===== src/rtl/digit_to_seven_segment_display.sv =====
// rtl/digit_to_seven_segment_display.sv - serial command receiver, number recorder and two-digit seven-segment driver
`timescale 1ns/1ps
module digit_to_seven_segment_display #(
  parameter int DEPTH = 8,
  parameter int DWELL = 100_000_000
) (
  input  logic        clk,
  input  logic        reset,
  input  logic        rx,
  output logic [7:0]  data,
  output logic        rx_busy,
  output logic [13:0] Seven_Segment_Display
);

  localparam int CW = (DWELL > 1) ? $clog2(DWELL) : 1;
  localparam int IW = (DEPTH > 1) ? $clog2(DEPTH) : 1;
  localparam int NW = $clog2(DEPTH + 1);

  localparam logic [6:0]  SEG_DASH  = 7'b0111111;
  localparam logic [6:0]  SEG_BLANK = 7'b1111111;
  localparam logic [13:0] DISP_OFF  = 14'h3FFF;

  typedef enum logic [1:0] {RX_IDLE, RX_START, RX_DATA, RX_STOP} rx_state_t;
  typedef enum logic [1:0] {IDLE, RECORD, DONE} cmd_state_t;

  rx_state_t   rx_state;
  logic [2:0]  bit_cnt;
  logic [7:0]  shreg;
  logic        byte_valid;

  cmd_state_t  cmd_state;
  logic [5:0]  buf_mem [DEPTH];
  logic [NW-1:0] buf_cnt;
  logic [IW-1:0] show_idx;
  logic [CW-1:0] dwell_cnt;

  logic [5:0]  id;
  logic [5:0]  show_val;
  logic [3:0]  tens_d;
  logic [3:0]  units_d;
  logic [13:0] disp_next;

  assign id = data[5:0];

  // Active-low segment pattern for one decimal digit, ordered {g,f,e,d,c,b,a}
  function automatic logic [6:0] seg7(input logic [3:0] d);
    case (d)
      4'd0:    seg7 = 7'b1000000;
      4'd1:    seg7 = 7'b1111001;
      4'd2:    seg7 = 7'b0100100;
      4'd3:    seg7 = 7'b0110000;
      4'd4:    seg7 = 7'b0011001;
      4'd5:    seg7 = 7'b0010010;
      4'd6:    seg7 = 7'b0000010;
      4'd7:    seg7 = 7'b1111000;
      4'd8:    seg7 = 7'b0000000;
      4'd9:    seg7 = 7'b0010000;
      default: seg7 = SEG_BLANK;
    endcase
  endfunction

  // Serial receiver: two low start samples, eight data bits MSB first, one stop sample
  always_ff @(posedge clk or negedge reset) begin
    if (!reset) begin
      rx_state   <= RX_IDLE;
      bit_cnt    <= 3'd0;
      shreg      <= 8'd0;
      data       <= 8'd0;
      rx_busy    <= 1'b0;
      byte_valid <= 1'b0;
    end else begin
      byte_valid <= 1'b0;
      case (rx_state)
        RX_IDLE: begin
          if (!rx) begin
            rx_state <= RX_START;
            rx_busy  <= 1'b1;
          end
        end
        RX_START: begin
          if (!rx) begin
            rx_state <= RX_DATA;
            bit_cnt  <= 3'd0;
          end else begin
            rx_state <= RX_IDLE;
            rx_busy  <= 1'b0;
          end
        end
        RX_DATA: begin
          shreg   <= {shreg[6:0], rx};
          bit_cnt <= bit_cnt + 3'd1;
          if (bit_cnt == 3'd7) rx_state <= RX_STOP;
        end
        RX_STOP: begin
          if (rx) begin
            data       <= shreg;
            byte_valid <= 1'b1;
          end
          rx_busy  <= 1'b0;
          rx_state <= RX_IDLE;
        end
        default: rx_state <= RX_IDLE;
      endcase
    end
  end

  // Command FSM, number buffer and the DONE-mode dwell/index sequencer
  always_ff @(posedge clk or negedge reset) begin
    if (!reset) begin
      cmd_state <= IDLE;
      buf_cnt   <= '0;
      show_idx  <= '0;
      dwell_cnt <= '0;
      for (int i = 0; i < DEPTH; i++) buf_mem[i] <= 6'd0;
    end else begin
      if (cmd_state == DONE && buf_cnt != '0) begin
        if (dwell_cnt == CW'(DWELL - 1)) begin
          dwell_cnt <= '0;
          if (NW'(show_idx) + NW'(1) >= buf_cnt) show_idx <= '0;
          else                                   show_idx <= show_idx + IW'(1);
        end else begin
          dwell_cnt <= dwell_cnt + CW'(1);
        end
      end
      if (byte_valid) begin
        case (cmd_state)
          IDLE: begin
            if (id == 6'd5) begin
              cmd_state <= RECORD;
              buf_cnt   <= '0;
            end
          end
          RECORD: begin
            if (id == 6'd46) begin
              cmd_state <= DONE;
              show_idx  <= '0;
              dwell_cnt <= '0;
            end else if (id == 6'd0) begin
              cmd_state <= IDLE;
              buf_cnt   <= '0;
            end else if (id != 6'd5 && id < 6'd46 && buf_cnt < NW'(DEPTH)) begin
              buf_mem[IW'(buf_cnt)] <= id;
              buf_cnt               <= buf_cnt + NW'(1);
            end
          end
          DONE: begin
            if (id == 6'd47) begin
              cmd_state <= RECORD;
            end else if (id == 6'd5) begin
              cmd_state <= RECORD;
              buf_cnt   <= '0;
            end else if (id == 6'd0) begin
              cmd_state <= IDLE;
              buf_cnt   <= '0;
            end
          end
          default: cmd_state <= IDLE;
        endcase
      end
    end
  end

  // Select the number to show and encode it as two decimal digits
  always_comb begin
    show_val  = 6'd0;
    disp_next = DISP_OFF;
    if (cmd_state == RECORD) show_val = buf_mem[IW'(buf_cnt - NW'(1))];
    else                     show_val = buf_mem[show_idx];
    tens_d  = 4'(show_val / 6'd10);
    units_d = 4'(show_val % 6'd10);
    if (cmd_state != IDLE) begin
      if (buf_cnt == '0) disp_next = {SEG_DASH, SEG_DASH};
      else disp_next = {(tens_d == 4'd0) ? SEG_BLANK : seg7(tens_d), seg7(units_d)};
    end
  end

  // Registered display output
  always_ff @(posedge clk or negedge reset) begin
    if (!reset) Seven_Segment_Display <= DISP_OFF;
    else        Seven_Segment_Display <= disp_next;
  end

endmodule


===== config.mk =====
export PLATFORM = sky130hd
export DESIGN_NAME = digit_to_seven_segment_display
export DESIGN_NICKNAME = d
export VERILOG_FILES = /design/src/rtl/digit_to_seven_segment_display.sv
export SDC_FILE = /design/constraint.sdc
export NUM_CORES = 1
export LEC_CHECK = 0
export ABC_AREA = 1
export BUFFER_PORTS_ARGS = -buffer_cell sky130_fd_sc_hd__clkbuf_2
export CORE_ASPECT_RATIO = 0.8
export CORE_MARGIN = 5
export CORE_UTILIZATION = 60
export CTS_BUF_LIST = sky130_fd_sc_hd__clkbuf_8
export CTS_CLUSTER_DIAMETER = 60
export DETAILED_ROUTE_END_ITERATION = 8
export MAX_ROUTING_LAYER = met4
export PLACE_DENSITY = 0.78
export SETUP_SLACK_MARGIN = 0.5
export SYNTH_ARGS = -nofsm -noshare
export SYNTH_HDL_FRONTEND = slang
export SYNTH_SLANG_ARGS = --single-unit

===== constraint.sdc =====
create_clock -name clk -period 6.1 [get_ports clk]
set_input_delay 1.22 -clock clk [delete_from_list [all_inputs] [get_ports clk]]
set_output_delay 1.22 -clock clk [all_outputs]
set_load 0.03 [all_outputs]

; After elaboration in Yosys (flattened, before gate mapping)
; Memories as Yosys holds them, arrays and structs flattened.
; Cells that the tools add are included.
[op_classes]
addsub = 6
div = 2
order_cmp = 7
n_eq_ne = 20
muxes = 49
bitwise = 5
n_reduce_logical = 21
[ops]
columns = op, n
row1 = 2-to-1 mux 27 bit, 5
row2 = bitwise mux 48 bit, 1
row3 = binary-select mux 6 bit (select 3 bit), 2
row4 = 2-to-1 mux 6 bit, 6
row5 = 2-to-1 mux 14 bit, 2
row6 = 2-to-1 mux 4 bit, 7
row7 = "adder 27 x 1 -> 27 bit, second input constant", 1
row8 = "equality test 27 bit, second input constant", 1
row9 = 2-to-1 mux 3 bit, 7
row10 = demux 6 bit (select 3 bit), 1
row11 = 2-to-1 mux 2 bit, 8
row12 = "inequality test 2 bit, second input constant", 7
row13 = "equality test 6 bit, second input constant", 2
row14 = ">= comparator 4 bit, second input constant", 3
row15 = inverter 3 -> 4 bit, 3
row16 = case mux 4 bit (3 select lines), 1
row17 = zero test 4 bit, 2
row18 = case mux 2 bit (4 select lines), 1
row19 = AND reduction 2 bit, 4
row20 = 2-to-1 mux 7 bit, 1
row21 = AND reduction 7 bit, 1
row22 = "adder 3 x 1 -> 3 bit, second input constant", 2
row23 = "divider 6 x 4 -> 6 bit, second input constant", 1
row24 = "equality test 2 bit, second input constant", 3
row25 = other kinds (27), 38
[word_totals]
reg_bits = 121
rom_bits = 224
in_bits = 3
n_memories = 2
[memory_table]
columns = memory, depth, width, rd, rd_ports_with_merged_regs, write_ports, line
row1 = (name not given), 16, 7, 1, 0, 0, 47  ; case (d)
row2 = (name not given), 16, 7, 1, 0, 0, 47

; Logic depth before layout (Yosys ltp)
; Gate-level depths: netlist of run 1.
[logic_depth]
depth_word = 11
ltp_mapped = 31

; Worst setup path after synthesis of run 1
; No wires, ideal clock.
[synth_timing]
kind = register to register
from = register buf_cnt[0]
to = register Seven_Segment_Display[3]
setup_ns = 0.082
arrival_ns = 3.314
required_time_ns = 6.018
path_slack_ns = 2.704
path_stages_with_launch = 29
path_buffers = 3
cell_sequence = dfrtp_1 -> buf_6 -> inv_6 -> buf_6 -> ha_1 -> buf_6 -> inv_1 -> nand3_1 -> nand3_1 -> nand3_2 -> nand2_4 -> clkinv_4 -> ha_1 -> inv_1 -> nand3_2 -> nand2_2 -> nand2_4 -> nand2_4 -> nand2_2 -> nand2_4 -> inv_2 -> nand2_4 -> nand2_4 -> nand2_1 -> nand2_2 -> ha_1 -> or2_1 -> nand3_1 -> nand2_1
[synth_via]
elab_chain_cells = 10
[synth_rtl]
columns = item, line
row1 = start: declaration, 33  ; logic [NW-1:0] buf_cnt;
row2 = start signal: assignment, 143  ; buf_cnt <= buf_cnt + NW'(1);
row3 = subtractor 3 x 1 -> 3 bit, 167  ; if (cmd_state == RECORD) show_val = buf_mem[IW'(buf_cnt - NW'(1))];
row4 = inverter 3 -> 4 bit (implied by the code), 167
row5 = binary-select mux 6 bit (select 3 bit), 167
row6 = 2-to-1 mux 6 bit (implied by the code) (2 in series), 167
row7 = 2-to-1 mux 6 bit, 167
row8 = modulo 6 x 4 -> 6 bit, 170  ; units_d = 4'(show_val % 6'd10);
row9 = memory read (16 x 7 bit), n/a
row10 = 2-to-1 mux 14 bit (*), 172  ; if (buf_cnt == '0) disp_next = {SEG_DASH, SEG_DASH};
row11 = 2-to-1 mux 14 bit (*), 171  ; if (cmd_state != IDLE) begin
row12 = via disp_next[3], 41  ; logic [13:0] disp_next;
row13 = end signal: assignment, 180  ; else Seven_Segment_Display <= disp_next;
row14 = end: declaration, 12  ; output logic [13:0] Seven_Segment_Display
; Mark *: on every way through the listed nets, which the timed path passes. The rest lies on a longest branch. The select of a mux whose other input is x is not followed.
; A chain may end at the register's enable or synchronous reset.

; Final worst setup path of run 1
[layout_timing]
from = register buf_cnt[0]
to = register Seven_Segment_Display[12]
[layout_via]
elab_chain_cells = 11
[layout_rtl]
columns = item, line
row1 = subtractor 3 x 1 -> 3 bit, 167
row2 = inverter 3 -> 4 bit (implied by the code), 167
row3 = binary-select mux 6 bit (select 3 bit), 167
row4 = 2-to-1 mux 6 bit (implied by the code) (2 in series), 167
row5 = 2-to-1 mux 6 bit, 167
row6 = divider 6 x 4 -> 6 bit, 169  ; tens_d = 4'(show_val / 6'd10);
row7 = memory read (16 x 7 bit) or zero test 4 bit (tied branches), n/a
row8 = 2-to-1 mux 7 bit, 173  ; else disp_next = {(tens_d == 4'd0) ? SEG_BLANK : seg7(tens_d), seg7(units_d)};
row9 = 2-to-1 mux 14 bit (*), 172
row10 = 2-to-1 mux 14 bit (*), 171
row11 = via disp_next[12], 41
; Marks and branches as above.

==> flow_metrics.tcl, run 1 <==
set metrics [dict create \
    wl_per_cell_um 14.6 \
    hold_viol 0 \
    cp_top_family "simple AND/OR/NAND/NOR gates" \
    cts_setup_buffers 0 \
    dieWidth_um 131 \
    drc 0 \
    grt_start_max_net_pins 85 \
    nNetsFinal 939 \
    grt_use_total 0.247 \
    antenna_found_initial 0 \
    fmax_ghz 0.243 \
    worstHoldPathType "flop to flop" \
    mostFrequentLayoutCells "nand2_1, dfrtp_1, inv_1, o21ai_0, nand3_1" \
    pre_cts_slack_ns 2.07 \
    syn_inst 893 \
    port-buffer-count 25 \
    drtPass1Iterations 8 \
    place_area_mm2 0.00718 \
    clock_sinks 121 \
    vias_per_cell 5.55 \
    period_share 0.676 \
    clock_path_buffers 2 \
    insertion_delay_ns 0.44 \
    yosysUniqueCellTypes 51 \
    syn2layout_area_growth_pct 7.80 \
    dp_hpwl_um 11400 \
    fillers 1002 \
    met3_length_um 964 \
    cap_violations 0 \
    gr-total-overflow 0 \
    synth-edff-count 0 \
    clock-root-buffer "clkbuf_8" \
    grt_pass1_vias 5621 \
    crit_path_frequent_cell "nand2_4" \
    setup_violations 0 \
    avgSynthCellArea_um2 7.87 \
    die_y_um 107 \
    num_rows 35 \
    synth_flop_cell "dfrtp_1" \
    diodes 0 \
    relSlewSlack 0.335 \
    drive_above_1_share 0.154 \
    vias 5963 \
    fin_skew_ns 0.00812 \
    fin_total_pwr_uw 2480 \
    num_io_pins 26 \
    drt-initial-drc-count 559 \
    netlist_area_mm2 0.00703 \
    top_layer "met4" \
    final_area_mm2 0.00758 \
    route.antenna.remaining_nets 0 \
    fin_setup_tns_ns 0 \
    synth-async-reset-ratio 1.00 \
    path_class "flop to flop" \
    worst_ep_required_time_ns 6.44 \
    globalplace.congestion 1.02 \
    slowest_delay_ns 0.65 \
    worst_pin_slew_ns 0.998 \
    slew_viol_final 0 \
    ys_seq_area_frac 0.433 \
    drt-met1-wl_um 7700 \
    crit_slowest_cell "ha_1" \
    cts-resized-gates 0 \
    wl_met2_um 6710 \
    cts_tree "built" \
    critPathCaptureType "flop" \
    seq_area_mm2 0.00305 \
    path_buf_inv 7 \
    status "finished clean" \
    postCtsHoldBufs 0 \
    power_leakage_uw 0.00345 \
    die-area_mm2 0.0140 \
    clk_pin_slew_ns 0.07 \
    ys_warn_count 0 \
    routed_wl_um 15600 \
    path_max_fanout 37 \
    fin_crit_ns 4.12 \
    mostFrequentLayoutCell "nand2_1" \
    syn_nets 919 \
    grt_pass1_wl_um 27000 \
    power_density_mw_per_mm2 327 \
    multi_input_area_mm2 0.00329 \
    start_util 0.613 \
    fin_ws_ns 1.98 \
    rsz0062_at_grt "no" \
    cts_made_buffers 17 \
    coreArea_mm2 0.0115 \
    yosys_register_bits 121 \
    worstPathArrival_ns 4.46 \
    htreeDepth 4 \
    worstSetupStartpointType "flop" \
    vdd_ir_drop_max_uv 272 \
]
-- state kept, by name, summed over array words and instances, names as in the netlist, 2 cells and up, named ones only --
name / flops
cmd_state: 2
bit_cnt: 3
buf_cnt: 4
shreg: 8
Seven_Segment_Display: 14
buf_mem: 48
show_idx: 3
data: 8
dwell_cnt: 27
-- cell type report --
type	count	share of cell area
Timing Repair Buffer	30	0.0218
Multi-Input combinational cell	620	0.435
Clock inverter	14	0.0197
Tap cell	148	0.0244
Sequential cell	121	0.402
Clock buffer	18	0.0327
Inverter	123	0.0647
-- cell families after synthesis --
group                    after synthesis  share of synthesized area
AND/OR/NAND/NOR                      415                      0.275
flip-flops                           121                      0.433
buffers and inverters                152                     0.0981
XOR/XNOR                               5                    0.00730
AO/OA/AOI/OAI                        176                      0.144
adder cells (fa/ha/maj)               24                     0.0424
-- routing by layer --
layer,GRT usage,vias up
li1,-,2966
met1,0.364,2781
met2,0.341,195
met3,0.0503,21
met4,0.0844,0
met5,-,-
-- stage by stage --
stage	utilization	cells	hold WS, ns
6_report	0.660	1074	0.474
5_1_grt	0.660	1074	0.504
4_1_cts	0.660	1074	0.479
3_5_place_dp	0.626	1042	0.464
3_3_place_gp	0.626	1042	0.467
2_1_floorplan	-	893	0.449
-- worst paths after layout --
kind | start | endpoint | slack, ns | cells after the start
worst min register to register | bit_cnt[0] | bit_cnt[0] | 0.47 | 1
worst max-delay path | buf_cnt[0] | Seven_Segment_Display[12] | 1.98 | 25
worst max register to register | buf_cnt[0] | Seven_Segment_Display[12] | 1.98 | 25
min in group asynchronous | reset | bit_cnt[1] | 0.94 | 1
worst min-delay path | bit_cnt[0] | bit_cnt[0] | 0.47 | 1
max in group asynchronous | reset | Seven_Segment_Display[11] | 4.09 | 2
-- synth_stat cells (12+ instances only) --
cell	count	area share
dfstp_2	14	0.052
nor2_1	60	0.032
o211ai_1	12	0.013
a21oi_1	33	0.024
ha_1	23	0.041
nand3_1	61	0.043
nand2_2	13	0.012
dfrtp_1	107	0.38
nand2_1	211	0.11
inv_1	102	0.054
nor3_1	20	0.014
inv_2	13	0.0069
o21ai_0	95	0.068
-- where the power goes --
group	internal [µW]	switching (µW)	total (µW)	leakage, µW
Sequential	888	56.5	944	0.00162
Clock	375	337	712	0.000197
Combinational	236	587	823	0.00164
(Power assumes the default switching activity.)
==> run 2: changes to the inputs <==
--- a/config.mk
+++ b/config.mk
@@ -9,7 +9,7 @@
 export BUFFER_PORTS_ARGS = -buffer_cell sky130_fd_sc_hd__clkbuf_2
 export CORE_ASPECT_RATIO = 0.8
 export CORE_MARGIN = 5
-export CORE_UTILIZATION = 60
+export CORE_UTILIZATION = 58
 export CTS_BUF_LIST = sky130_fd_sc_hd__clkbuf_8
 export CTS_CLUSTER_DIAMETER = 60
 export DETAILED_ROUTE_END_ITERATION = 8
==> constraint.sdc (replaced) <==
create_clock -name clk -period 3.4 [get_ports clk]
set_input_delay 0.68 -clock clk [delete_from_list [all_inputs] [get_ports clk]]
set_output_delay 0.68 -clock clk [all_outputs]
set_load 0.03 [all_outputs]
==> run 2 against run 1 <==
Net effect: non-clock buffer count is 41 higher; critical path depth is 1 lower; final cell count is 4.2% higher; fmax is 34% higher; worst hold slack worse by 0.28 ns; sequential share of layout area is 3.3 points lower; global-route usage is 1.4 points higher; clock power is 87% higher; total power is 100% higher; via count is 5.7% higher; first-iteration DRC count is 6.3% higher; core utilization is 2.8 points higher; critical path type unchanged; largest cell class unchanged; highest routed layer unchanged.
==> flow_metrics.tcl, run 2 (synthesis gave the netlist of run 1 again) <==
set metrics [dict create \
    cts_tree "built" \
    start_util 0.584 \
    hold_viol 0 \
    top_usage_layer "met2" \
    relSlewSlack 0.650 \
    diodes 0 \
    syn2layout_area_growth_pct 17.7 \
    use_met1 0.352 \
    port-buffer-count 25 \
    grt_pass1_wl_um 29000 \
    postCtsHoldBufs 0 \
    insertion_delay_ns 0.48 \
    power_density_mw_per_mm2 605 \
    drt-initial-drc-count 594 \
    largest-register "buf_mem" \
    clock_path_buffers 2 \
    worst_pin_slew_ns 0.526 \
    use_met2 0.385 \
    grt_pass1_vias 5881 \
    rsz0062_at_grt "yes" \
    grt_use_total 0.261 \
    mostFrequentLayoutCell "nand2_1" \
    drive_above_1_share 0.248 \
    wl_per_cell_um 16.1 \
    coreArea_mm2 0.0120 \
    slew_viol_final 0 \
    use_met3 0.0660 \
    cts_made_buffers 17 \
    cap_violations 0 \
    worstPathCellList "inv_6 > ha_4 > buf_6 > o211ai_1 > nand3_1 > nand3_2 > nand2_4 > inv_2 > nand2_4 > nand2_2 > inv_2 > nand2_1 > nand2_2 > nand2_4 > nand2_4 > inv_4 > nand2_4 > nand2_8 > nand2_4 > nand2_4 > ha_4 > or2_1 > nand3_1 > nand2_1" \
    antenna_found_initial 0 \
    path_class "flop to flop" \
    setup_violations 0 \
    globalplace.congestion 0.966 \
    die_y_um 108 \
    status "finished clean" \
    fmax_ghz 0.325 \
    place_area_mm2 0.00732 \
    slowest_delay_ns 0.41 \
    fin_skew_ns 0.0168 \
    critPathCaptureType "flop" \
    combPwrFrac 0.394 \
    clk_pin_slew_ns 0.09 \
    routed_wl_um 18000 \
    drc 0 \
    swShare 0.411 \
    vias 6305 \
    vdd_ir_drop_max_uv 701 \
    power_switching_uw 2060 \
    fin_setup_tns_ns 0 \
    clock-root-buffer "clkbuf_8" \
    sequentialPowerShare 0.341 \
    clock_power_share 0.265 \
    fin_crit_ns 3.08 \
    num_io_pins 26 \
    power_leakage_uw 0.00373 \
    worstHoldPathType "input port to asynchronous set/reset pin" \
    die-area_mm2 0.0144 \
    worst_ep_required_time_ns 3.80 \
    mostFrequentLayoutCells "nand2_1, dfrtp_1, inv_1, o21ai_0, nor2_1" \
    reg_top3 "buf_mem x48, dwell_cnt x27, Seven_Segment_Display x14" \
    route.antenna.remaining_nets 0 \
    dieWidth_um 133 \
    worstPathArrival_ns 3.47 \
    drtPass1Iterations 5 \
    largest_reg_flops 48 \
    crit_path_frequent_cell "nand2_4" \
    crit_slowest_cell "dfrtp_2" \
    worstSetupStartpointType "flop" \
    final_area_mm2 0.00827 \
    fin_util 0.688 \
    power.internal_uw 2950 \
    gr-total-overflow 0 \
    nNetsFinal 980 \
    clock_sinks 121 \
    period_share 0.905 \
    dp_hpwl_um 11500 \
    path_max_fanout 8 \
    num_rows 36 \
    htreeDepth 4 \
    vias_per_cell 5.63 \
    grt_start_max_net_pins 81 \
]
[run 2: changes by cell type in the layout (fill, tap and decap cells not counted), moves of 5 or more]
cell	delta
buf_4	+34
nand3_1	-19
nand3_2	+16
inv_1	-10
nand2_1	-9
nand2_4	+6
clkinvlp_4	+5
ha_1	-5
[run 2: timing repair]
item | CTS | global route
cloned | 0 | 1
gates resized for setup | 41 | 33
buffers inserted | 24 | 9
pin swaps | 28 | 15
setup endpoints to repair | 16 | 57
[run 2: final timing paths]
check                      startpoint                        to  slack (ns)  cells past startpoint
min in group clk           bit_cnt[0]                bit_cnt[0]        0.48                      1
min                             reset               buf_mem[37]        0.19                      1
max reg2reg                buf_cnt[0]  Seven_Segment_Display[3]        0.32                     24
min reg2reg                bit_cnt[0]                bit_cnt[0]        0.48                      1
max                        buf_cnt[0]  Seven_Segment_Display[3]        0.32                     24
max in group asynchronous       reset                buf_cnt[0]        2.40                      2
[run 2: final cells by class]
type	count	area (µm²)
inverter	123	523
multi-input combinational	620	3580
timing repair buffer	71	531
clock buffer	17	234
clock inverter	15	166
tap	152	190
sequential	121	3050
fill	930	3750
[run 2: critical path: cells and delay by family, from the launching register on]
kind	cells	cell delay, ns
simple gates	16	1.49
compound gates	1	0.10
buf+inv	5	0.38
flops	1	0.41
fa+ha+maj	2	0.60
[run 2: power groups by stage]
stage	Clock (µW)	Sequential (µW)	Combinational (µW)
CTS	1350	1700	1770
finish	1330	1710	1970
floorplan	0	1830	1060
global route	1410	1730	2140
detailed placement	0	1720	1550
global placement	0	1720	1520
[run 2: metrics by stage]
step	worst slack, ns	power, µW	instances	hold slack, ns
after floorplan	0.241	2890	893	0.384
after global placement	0.242	3240	1053	0.468
after detailed placement	0.120	3270	1053	0.466
after CTS	0.456	4820	1109	0.181
after global routing	0.229	5290	1119	0.211
final	0.324	5010	1119	0.190
[run 2: per-layer routing]
layer | wire length (µm) | vias up | part of all wire
met2 | 7970 | 260 | 0.44
met1 | 8190 | 2941 | 0.46
li1 | - | 3052 | -
met5 | 0 | - | 0
met3 | 1350 | 52 | 0.075
met4 | 475 | 0 | 0.026
==> run 3: changes to the inputs <==
--- a/config.mk
+++ b/config.mk
@@ -9,12 +9,10 @@
 export BUFFER_PORTS_ARGS = -buffer_cell sky130_fd_sc_hd__clkbuf_2
 export CORE_ASPECT_RATIO = 0.8
 export CORE_MARGIN = 5
-export CORE_UTILIZATION = 58
+export CORE_UTILIZATION = 30
 export CTS_BUF_LIST = sky130_fd_sc_hd__clkbuf_8
-export CTS_CLUSTER_DIAMETER = 60
 export DETAILED_ROUTE_END_ITERATION = 8
 export MAX_ROUTING_LAYER = met4
-export PLACE_DENSITY = 0.78
 export SETUP_SLACK_MARGIN = 0.5
 export SYNTH_ARGS = -nofsm -noshare
 export SYNTH_HDL_FRONTEND = slang
==> run 3 against run 2 <==
Net effect: fmax is 0.32% lower; sequential power about the same; flip-flop and latch count stayed put; combinational power is essentially flat; non-clock buffer count up 6; worst hold slack got worse by 0.033 ns; first-iteration DRC count decreased by 10%; highest routed layer unchanged; largest cell class unchanged; register-to-register slack about the same.
==> flow_metrics.tcl, run 3 (synthesis gave the netlist of run 1 again) <==
set metrics [dict create \
    dieWidth_um 181 \
    nNetsFinal 986 \
    critPathLaunch "buf_cnt[1]" \
    power_leakage_uw 0.00377 \
    clk_pin_slew_ns 0.08 \
    power_density_mw_per_mm2 582 \
    worstPathArrival_ns 3.48 \
    period_share 0.908 \
    cts_tree "built" \
    reg2reg_from "buf_cnt[1]" \
    grt_use_total 0.145 \
    clock_path_buffers 2 \
    vias_per_cell 4.82 \
    relSlewSlack 0.511 \
    grt_start_max_net_pins 93 \
    path_class "flop to flop" \
    grt_pass1_vias 5969 \
    port-buffer-count 25 \
    mostFrequentLayoutCells "nand2_1, dfrtp_1, inv_1, o21ai_0, nor2_1" \
    postCtsHoldBufs 0 \
    largest-register "buf_mem" \
    fmax_ghz 0.324 \
    cap_violations 0 \
    wl_per_cell_um 14.4 \
    num_rows 50 \
    slew_viol_final 0 \
    gr-total-overflow 0 \
    die-area_mm2 0.0266 \
    htreeDepth 4 \
    reg_top3 "buf_mem x48, dwell_cnt x27, Seven_Segment_Display x14" \
    mostFrequentLayoutCell "nand2_1" \
    drtPass1Iterations 5 \
    vdd_ir_drop_max_uv 465 \
    status "finished clean" \
    path_max_fanout 7 \
    drive_above_1_share 0.258 \
    routed_wl_um 18400 \
    syn2layout_area_growth_pct 21.6 \
    clock_sinks 121 \
    critPathCaptureType "flop" \
    drc 0 \
    insertion_delay_ns 0.45 \
    fin_skew_ns 0.0130 \
    pre_cts_slack_ns 0.113 \
    antenna_found_initial 0 \
    fin_setup_tns_ns 0 \
    worstHoldPathType "input port to asynchronous set/reset pin" \
    route.antenna.remaining_nets 0 \
    clock-root-buffer "clkbuf_8" \
    largest_reg_flops 48 \
    hold_viol 0 \
    grt_pass1_wl_um 30600 \
    worstSetupStartpointType "flop" \
    diodes 0 \
    die_y_um 147 \
    setup_violations 0 \
    globalplace.congestion 0.900 \
    coreArea_mm2 0.0232 \
    start_util 0.303 \
    cts_made_buffers 17 \
    rsz0062_at_grt "yes" \
    dp_hpwl_um 12600 \
    fin_crit_ns 3.09 \
    worst_ep_required_time_ns 3.79 \
    worst_pin_slew_ns 0.730 \
    vias 6181 \
    drt-initial-drc-count 532 \
    num_io_pins 26 \
    fin_ws_ns 0.314 \
]
run 3: cell count changes in the layout (fill, tap and decap cells not counted), moves of 2 or more:
| cell | previous run | this run |
|---|---|---|
| clkinvlp_4 | 8 | 0 |
| inv_6 | 7 | 0 |
| nand2_2 | 15 | 22 |
| nand2_1 | 202 | 196 |
| clkinv_2 | 0 | 4 |
| buf_6 | 4 | 7 |
| clkbuf_8 | 17 | 20 |
| inv_1 | 93 | 96 |
| buf_4 | 40 | 42 |
| buf_8 | 0 | 2 |
| nand3_4 | 3 | 5 |
| nor2_2 | 5 | 7 |
run 3: worst max-delay path, cell delays in order, from the launching register on:
cell      delay, ns
dfrtp_1        0.40
inv_2          0.09
ha_4           0.22
buf_8          0.14
clkinv_8       0.06
nand3_4        0.05
nand3_2        0.07
nand3_2        0.09
nand2_4        0.09
clkinv_4       0.06
ha_4           0.25
inv_2          0.03
nand3_2        0.05
nand2_2        0.08
nand2_4        0.10
nand2_4        0.08
nand2_4        0.09
and2_4         0.16
ha_4           0.13
inv_2          0.04
nand2_2        0.05
nand2_2        0.06
a21oi_4        0.25
buf_4          0.17
buf_6          0.08
nand2_1        0.06
nand3_2        0.07
run 3: layer usage:
| metal | global-route usage | wire [µm] | up-vias |
|---|---|---|---|
| met1 | 0.207 | 9080 | 2937 |
| met4 | 0.0326 | 212 | 0 |
| met2 | 0.202 | 7880 | 178 |
| li1 | - | - | 3049 |
| met3 | 0.0423 | 1260 | 17 |
| met5 | - | 0 | - |
run 3: path summary, 6_finish.rpt:
check                      depth (start not counted)  slack [ns]                       end
max                                               26        0.31  Seven_Segment_Display[4]
min                                                1        0.16                buf_mem[7]
max reg2reg                                       26        0.31  Seven_Segment_Display[4]
min reg2reg                                        1        0.48                bit_cnt[0]
max in group asynchronous                          2        2.39  Seven_Segment_Display[2]
min in group clk                                   1        0.48                bit_cnt[0]
run 3: report_power, final:
part           switching (µW)  leakage [µW]  internal, µW
Clock                     590      0.000201           691
Sequential                111       0.00161          1590
Combinational            1260       0.00196           725
Total                    1960       0.00377          3010
run 3: repair_timing:
action / 4_1_cts / 5_1_grt
resized for setup: 38 / 51
pin swaps: 29 / 46
setup endpoints to repair: 14 / 49
endpoints found under the hold margin: 0 / 0
setup buffers: 25 / 8
run 3: cell type report:
class                   instances  area [µm²]
clock buffers                  20         275
multi-input cells             620        3620
fillers                      2394       14700
flip-flops and latches        121        3050
clock inverters                 9         101
well taps                     312         390
repair buffers                 77         584
inverters                     123         520
run 3: stage by stage:
stage	total power, µW	std cells	area, µm²	hold slack [ns]	utilization
floorplan	2890	893	7100	0.384	-
global placement	3280	1220	7570	0.463	0.326
detailed placement	3290	1220	7570	0.466	0.326
CTS	4810	1274	8290	0.147	0.357
global route	5300	1282	8540	0.171	0.368
finish	4970	1282	8540	0.156	0.368
